==> config.mk <==
export PLATFORM = sky130hd
export DESIGN_NAME = updown_counter_mod_flat
export DESIGN_NICKNAME = d
export VERILOG_FILES = /design/src/rtl/updown_counter_mod_if.sv /design/src/rtl/updown_counter_mod.sv /design/src/flat_wrapper.sv
export SDC_FILE = /design/constraint.sdc
export NUM_CORES = 1
export LEC_CHECK = 0
export CAP_MARGIN = 30
export CORE_MARGIN = 2
export CORE_UTILIZATION = 52
export CTS_BUF_LIST = sky130_fd_sc_hd__clkbuf_4
export DETAILED_ROUTE_END_ITERATION = 8
export GPL_TIMING_DRIVEN = 0
export PLACE_DENSITY = 0.93
export SYNTH_ARGS = -nofsm -noshare
export SYNTH_HDL_FRONTEND = slang
export SYNTH_SLANG_ARGS = --single-unit
==> constraint.sdc <==
create_clock -name clk -period 3.5 [get_ports clk]
set_input_delay 0.525 -clock clk [delete_from_list [all_inputs] [get_ports clk]]
set_output_delay 0.525 -clock clk [all_outputs]
set_load 0.02 [all_outputs]
==> src/rtl/updown_counter_mod_if.sv <==
// rtl/updown_counter_mod_if.sv - control and count signal bundle for updown_counter_mod
interface updown_counter_mod_if #(
  parameter int WIDTH = 8
);
  logic             test;
  logic             en;
  logic             ud;
  logic             clr;
  logic             load;
  logic [WIDTH-1:0] load_val;
  logic             ovf_clr;
  logic [WIDTH-1:0] cnt;
  logic             tc;
  logic             ovf;

  modport master (
    output test, en, ud, clr, load, load_val, ovf_clr,
    input  cnt, tc, ovf
  );

  modport slave (
    input  test, en, ud, clr, load, load_val, ovf_clr,
    output cnt, tc, ovf
  );
endinterface

==> src/rtl/updown_counter_mod.sv <==
// rtl/updown_counter_mod.sv - up/down counter with modulus, prescaler, load/clear, wrap or saturate
module updown_counter_mod #(
  parameter int WIDTH    = 8,
  parameter int MAX_VAL  = 2**WIDTH-1,
  parameter int PRESCALE = 1,
  parameter bit SATURATE = 1'b0
) (
  input logic              clk,
  input logic              rst,
  updown_counter_mod_if.slave bus
);
  localparam int PW = (PRESCALE > 1) ? $clog2(PRESCALE) : 1;
  localparam logic [WIDTH-1:0] MAXV     = WIDTH'(MAX_VAL);
  localparam logic [PW-1:0]    PRE_LAST = PW'(PRESCALE-1);

  logic [WIDTH-1:0] cnt_q;
  logic             tc_q;
  logic             ovf_q;
  logic [PW-1:0]    pre;

  logic [PW-1:0]    pre_nxt;
  logic             tick;
  logic [WIDTH-1:0] eff;
  logic             at_bound;
  logic [WIDTH-1:0] cnt_step;
  logic [WIDTH-1:0] load_clamped;
  logic             bound_ev;

  // An out-of-range count behaves as if it sat at the top of the range.
  assign eff          = (cnt_q > MAXV) ? MAXV : cnt_q;
  assign load_clamped = (bus.load_val > MAXV) ? MAXV : bus.load_val;

  always_comb begin
    tick    = 1'b0;
    pre_nxt = pre;
    if (PRESCALE == 1 || bus.test) begin
      tick    = bus.en;
      pre_nxt = '0;
    end else if (bus.en) begin
      if (pre == PRE_LAST) begin
        tick    = 1'b1;
        pre_nxt = '0;
      end else begin
        pre_nxt = pre + 1'b1;
      end
    end
  end

  assign at_bound = tick && (bus.ud ? (eff == MAXV) : (eff == '0));
  assign bound_ev = at_bound && !bus.clr && !bus.load;

  always_comb begin
    cnt_step = cnt_q;
    if (at_bound) begin
      cnt_step = SATURATE ? eff : (bus.ud ? '0 : MAXV);
    end else if (tick) begin
      cnt_step = bus.ud ? (eff + 1'b1) : (eff - 1'b1);
    end
  end

  always_ff @(posedge clk or posedge rst) begin
    if (rst) begin
      cnt_q <= '0;
      tc_q  <= 1'b0;
      ovf_q <= 1'b0;
      pre   <= '0;
    end else begin
      if (bus.clr) begin
        cnt_q <= '0;
        pre   <= '0;
        tc_q  <= 1'b0;
      end else if (bus.load) begin
        cnt_q <= load_clamped;
        pre   <= '0;
        tc_q  <= 1'b0;
      end else begin
        cnt_q <= cnt_step;
        pre   <= pre_nxt;
        tc_q  <= at_bound;
      end
      // A boundary event on the same edge outranks the clear request.
      if (bound_ev) begin
        ovf_q <= 1'b1;
      end else if (bus.ovf_clr) begin
        ovf_q <= 1'b0;
      end
    end
  end

  assign bus.cnt = cnt_q;
  assign bus.tc  = tc_q;
  assign bus.ovf = ovf_q;
endmodule

==> src/flat_wrapper.sv <==
// flat-port wrapper written by rule: the top's interface ports become plain ports
module updown_counter_mod_flat 
#(
  parameter int WIDTH    = 8,
  parameter int MAX_VAL  = 2**WIDTH-1,
  parameter int PRESCALE = 1,
  parameter bit SATURATE = 1'b0
)
  (clk, rst, bus_test, bus_en, bus_ud, bus_clr, bus_load, bus_load_val, bus_ovf_clr, bus_cnt, bus_tc, bus_ovf);
  updown_counter_mod_if #(.WIDTH(WIDTH)) bus_i ();
  input logic clk;
  input logic rst;
  input wire logic [$bits(bus_i.test)-1:0] bus_test;
  input wire logic [$bits(bus_i.en)-1:0] bus_en;
  input wire logic [$bits(bus_i.ud)-1:0] bus_ud;
  input wire logic [$bits(bus_i.clr)-1:0] bus_clr;
  input wire logic [$bits(bus_i.load)-1:0] bus_load;
  input wire logic [$bits(bus_i.load_val)-1:0] bus_load_val;
  input wire logic [$bits(bus_i.ovf_clr)-1:0] bus_ovf_clr;
  output wire logic [$bits(bus_i.cnt)-1:0] bus_cnt;
  output wire logic [$bits(bus_i.tc)-1:0] bus_tc;
  output wire logic [$bits(bus_i.ovf)-1:0] bus_ovf;
  assign bus_i.test = bus_test;
  assign bus_i.en = bus_en;
  assign bus_i.ud = bus_ud;
  assign bus_i.clr = bus_clr;
  assign bus_i.load = bus_load;
  assign bus_i.load_val = bus_load_val;
  assign bus_i.ovf_clr = bus_ovf_clr;
  assign bus_cnt = bus_i.cnt;
  assign bus_tc = bus_i.tc;
  assign bus_ovf = bus_i.ovf;
  updown_counter_mod #(.WIDTH(WIDTH), .MAX_VAL(MAX_VAL), .PRESCALE(PRESCALE), .SATURATE(SATURATE)) u_core (.clk(clk), .rst(rst), .bus(bus_i));
endmodule
==> impl_metrics.env <==
export IMPL_status="completed"
export IMPL_synth_edf_count=0
export IMPL_first_pass_iters=4
export IMPL_worst_pin_slew_ns=0.413
export IMPL_cts_resized=0
export IMPL_skew_ns=0.000877
export IMPL_wl_per_cell_um=15.7
export IMPL_cpMaxStageDelayCell="clkdlybuf4s50_1"
export IMPL_cp_end_kind="flip-flop"
export IMPL_grt_pass1_wl_mm=3.75
export IMPL_cts_root_buf="clkbuf_4"
export IMPL_setup_slack_ns=0.811
export IMPL_overflow=0
export IMPL_startpoint_type="primary input"
export IMPL_leakage_uw=0.000515
export IMPL_worst_path_max_fanout=8
export IMPL_fill_cells=107
export IMPL_power_density_nw_per_um2=337
export IMPL_die_width_um=44.8
export IMPL_place_gp_congestion=0.848
export IMPL_antenna_found_initial=0
export IMPL_cts_tree="yes"
export IMPL_die_area_um2=2010
export IMPL_vias=922
export IMPL_area_delta_synth_final_pct=31.9
export IMPL_fin_hold_ws_ns=0.479
export IMPL_regArea_um2=250
export IMPL_insertion_delay_ns=0.28
export IMPL_clockBufferDepth=2
export IMPL_ys_warn_count=0
export IMPL_hold_class="flip-flop to flip-flop"
export IMPL_post_route_drc_count=0
export IMPL_post_synth_num_cell_types=35
export IMPL_multiInputGateArea_um2=561
export IMPL_grt_pass1_vias=842
export IMPL_postSynthCellCount=109
export IMPL_crit_start="bus_ud"
export IMPL_coreArea_um2=1540
export IMPL_slew_headroom=0.725
export IMPL_row_count=14
export IMPL_port_buffers=23
export IMPL_syn_area_um2=867
export IMPL_cp_data_required_time_ns=3.67
export IMPL_ir_drop_v=0.000240
export IMPL_post_route_util=0.742
export IMPL_yosysSeqAreaShare=0.289
export IMPL_die_h_um=44.8
export IMPL_r2r_start="u_core.bus.cnt[1]$_DFFE_PP0P_"
export IMPL_final_net_count=160
export IMPL_worst_path_buf_inv=2
export IMPL_synth_flop_cell="dfrtp_1"
export IMPL_final_common_cell="clkdlybuf4s50_1"
export IMPL_postCtsSetupBuffers=0
export IMPL_cp_cell_sequence="clkdlybuf4s50_1, inv_1, ha_1, nand2_1, nor3_2, mux2i_1, a2111oi_2, or3_1, a31o_1"
export IMPL_setup_violations=0
export IMPL_clock_sinks=10
export IMPL_hold_violations=0
export IMPL_setup_tns_final_ns=0
export IMPL_io_pins=26
export IMPL_grt_use_total=0.256
export IMPL_drive_above_1_share=0.0515
export IMPL_drt_wl_total_mm=2.39
export IMPL_grt_max_degree=11
export IMPL_slew_violations=0
export IMPL_cts_hold_buf=0
export IMPL_fmax_ghz=0.372
export IMPL_diodes=0
export IMPL_ys_async_sr_fraction=1.00
export IMPL_place_ws_ns=0.530
export IMPL_ys_seq_elements=10
export IMPL_drt_iter0_drc=45
export IMPL_maxCapViolCount=0
export IMPL_crit_arrival_ns=2.86
export IMPL_period_share=0.768
export IMPL_start_util=0.563
export IMPL_rsz0062_at_grt="false"
export IMPL_synth_nets=132
export IMPL_path_clk_slew_ns=0.08
export IMPL_drtAntennaViolNets=0
export IMPL_hpwlAfterDp_mm=1.82
export IMPL_cpLargestDelayFamily="buffers and inverters"
export IMPL_power_uw=385
export IMPL_cts_buffers=3
export IMPL_final_cell_mix="23 x clkdlybuf4s50_1, 14 x a21oi_1, 11 x inv_1, 11 x nand2_1, 10 x dfrtp_1"
export IMPL_worst_hold_startpoint="u_core.bus.ovf$_DFFE_PP0P_"
export IMPL_fin_crit_ns=2.69
export IMPL_critPathKind="primary input to flip-flop"
export IMPL_htreeDepth=1
export IMPL_critical_path_max_stage_delay_ns=0.56
export IMPL_synth_avg_cell_area_um2=7.95
export IMPL_avgViaCountPerCell=6.07
[worst paths after layout]
kind | endpoint | slack (ns) | cells past startpoint
max | u_core.bus.cnt[7]$_DFFE_PP0P_ | 0.81 | 9
min | u_core.bus.ovf$_DFFE_PP0P_ | 0.48 | 1
max reg2reg | u_core.bus.cnt[7]$_DFFE_PP0P_ | 1.37 | 7
min reg2reg | u_core.bus.ovf$_DFFE_PP0P_ | 0.48 | 1
max in group asynchronous | u_core.bus.cnt[7]$_DFFE_PP0P_ | 2.69 | 2
min in group asynchronous | u_core.bus.cnt[0]$_DFFE_PP0P_ | 0.53 | 2
[flip-flops by register name, indices dropped and copies added (netlist names)]
name	count
u_core.bus.cnt	8
u_core.bus.ovf	1
u_core.bus.tc	1
[Yosys cell counts (2+ instances only)]
cell type | count | share of area
a21oi_1 | 14 | 0.081
clkbuf_1 | 4 | 0.017
dfrtp_1 | 10 | 0.29
ha_1 | 6 | 0.087
inv_1 | 11 | 0.048
nand2_1 | 11 | 0.048
nand3_1 | 3 | 0.017
nand3b_1 | 2 | 0.017
nand4_1 | 3 | 0.022
nor2_1 | 5 | 0.022
nor2b_1 | 2 | 0.014
nor3_1 | 2 | 0.012
nor4_1 | 2 | 0.014
o21ai_0 | 7 | 0.040
o21bai_1 | 2 | 0.017
or3_1 | 2 | 0.014
xnor2_1 | 3 | 0.030
xor2_1 | 3 | 0.030
[through the flow]
stage,instance area [um^2],std cells
after floorplan,867,109
after global placement,1120,148
after detailed placement,1120,148
after CTS,1140,152
after global routing,1140,152
final,1140,152
[where the power goes]
group / total [uW] / switching [uW] / internal (uW) / leakage [uW]
Combinational: 154 / 80.7 / 73.4 / 0.000368
Sequential: 138 / 14.3 / 124 / 0.000131
Clock: 92.5 / 51.1 / 41.4 / 0.0000154
Total: 385 / 146 / 239 / 0.000515
[kinds of logic after synthesis]
group,Yosys count,share of synthesized area
AND/OR/NAND/NOR,37,0.225
AO/OA/AOI/OAI,33,0.240
buffers and inverters,15,0.0649
flip-flops,10,0.289
adder cells (fa/ha/maj),7,0.110
XOR/XNOR,6,0.0606
multiplexers,1,0.0115
[per-layer routing]
metal,vias to the layer above,share of wire,track usage
met5,-,0,0
met4,0,0.026,0.0941
met3,11,0.078,0.0440
met2,48,0.50,0.423
met1,420,0.40,0.335
li1,443,-,-
[final cells by class]
cell class,count,area share
inverters,11,0.0361
clock buffers,3,0.0197
repair buffers,23,0.201
well taps,16,0.0175
plain buffers,4,0.0131
multi-input cells,84,0.490
flip-flops and latches,10,0.219
clock inverters,1,0.00328
Power figures use the tool's default switching activity.
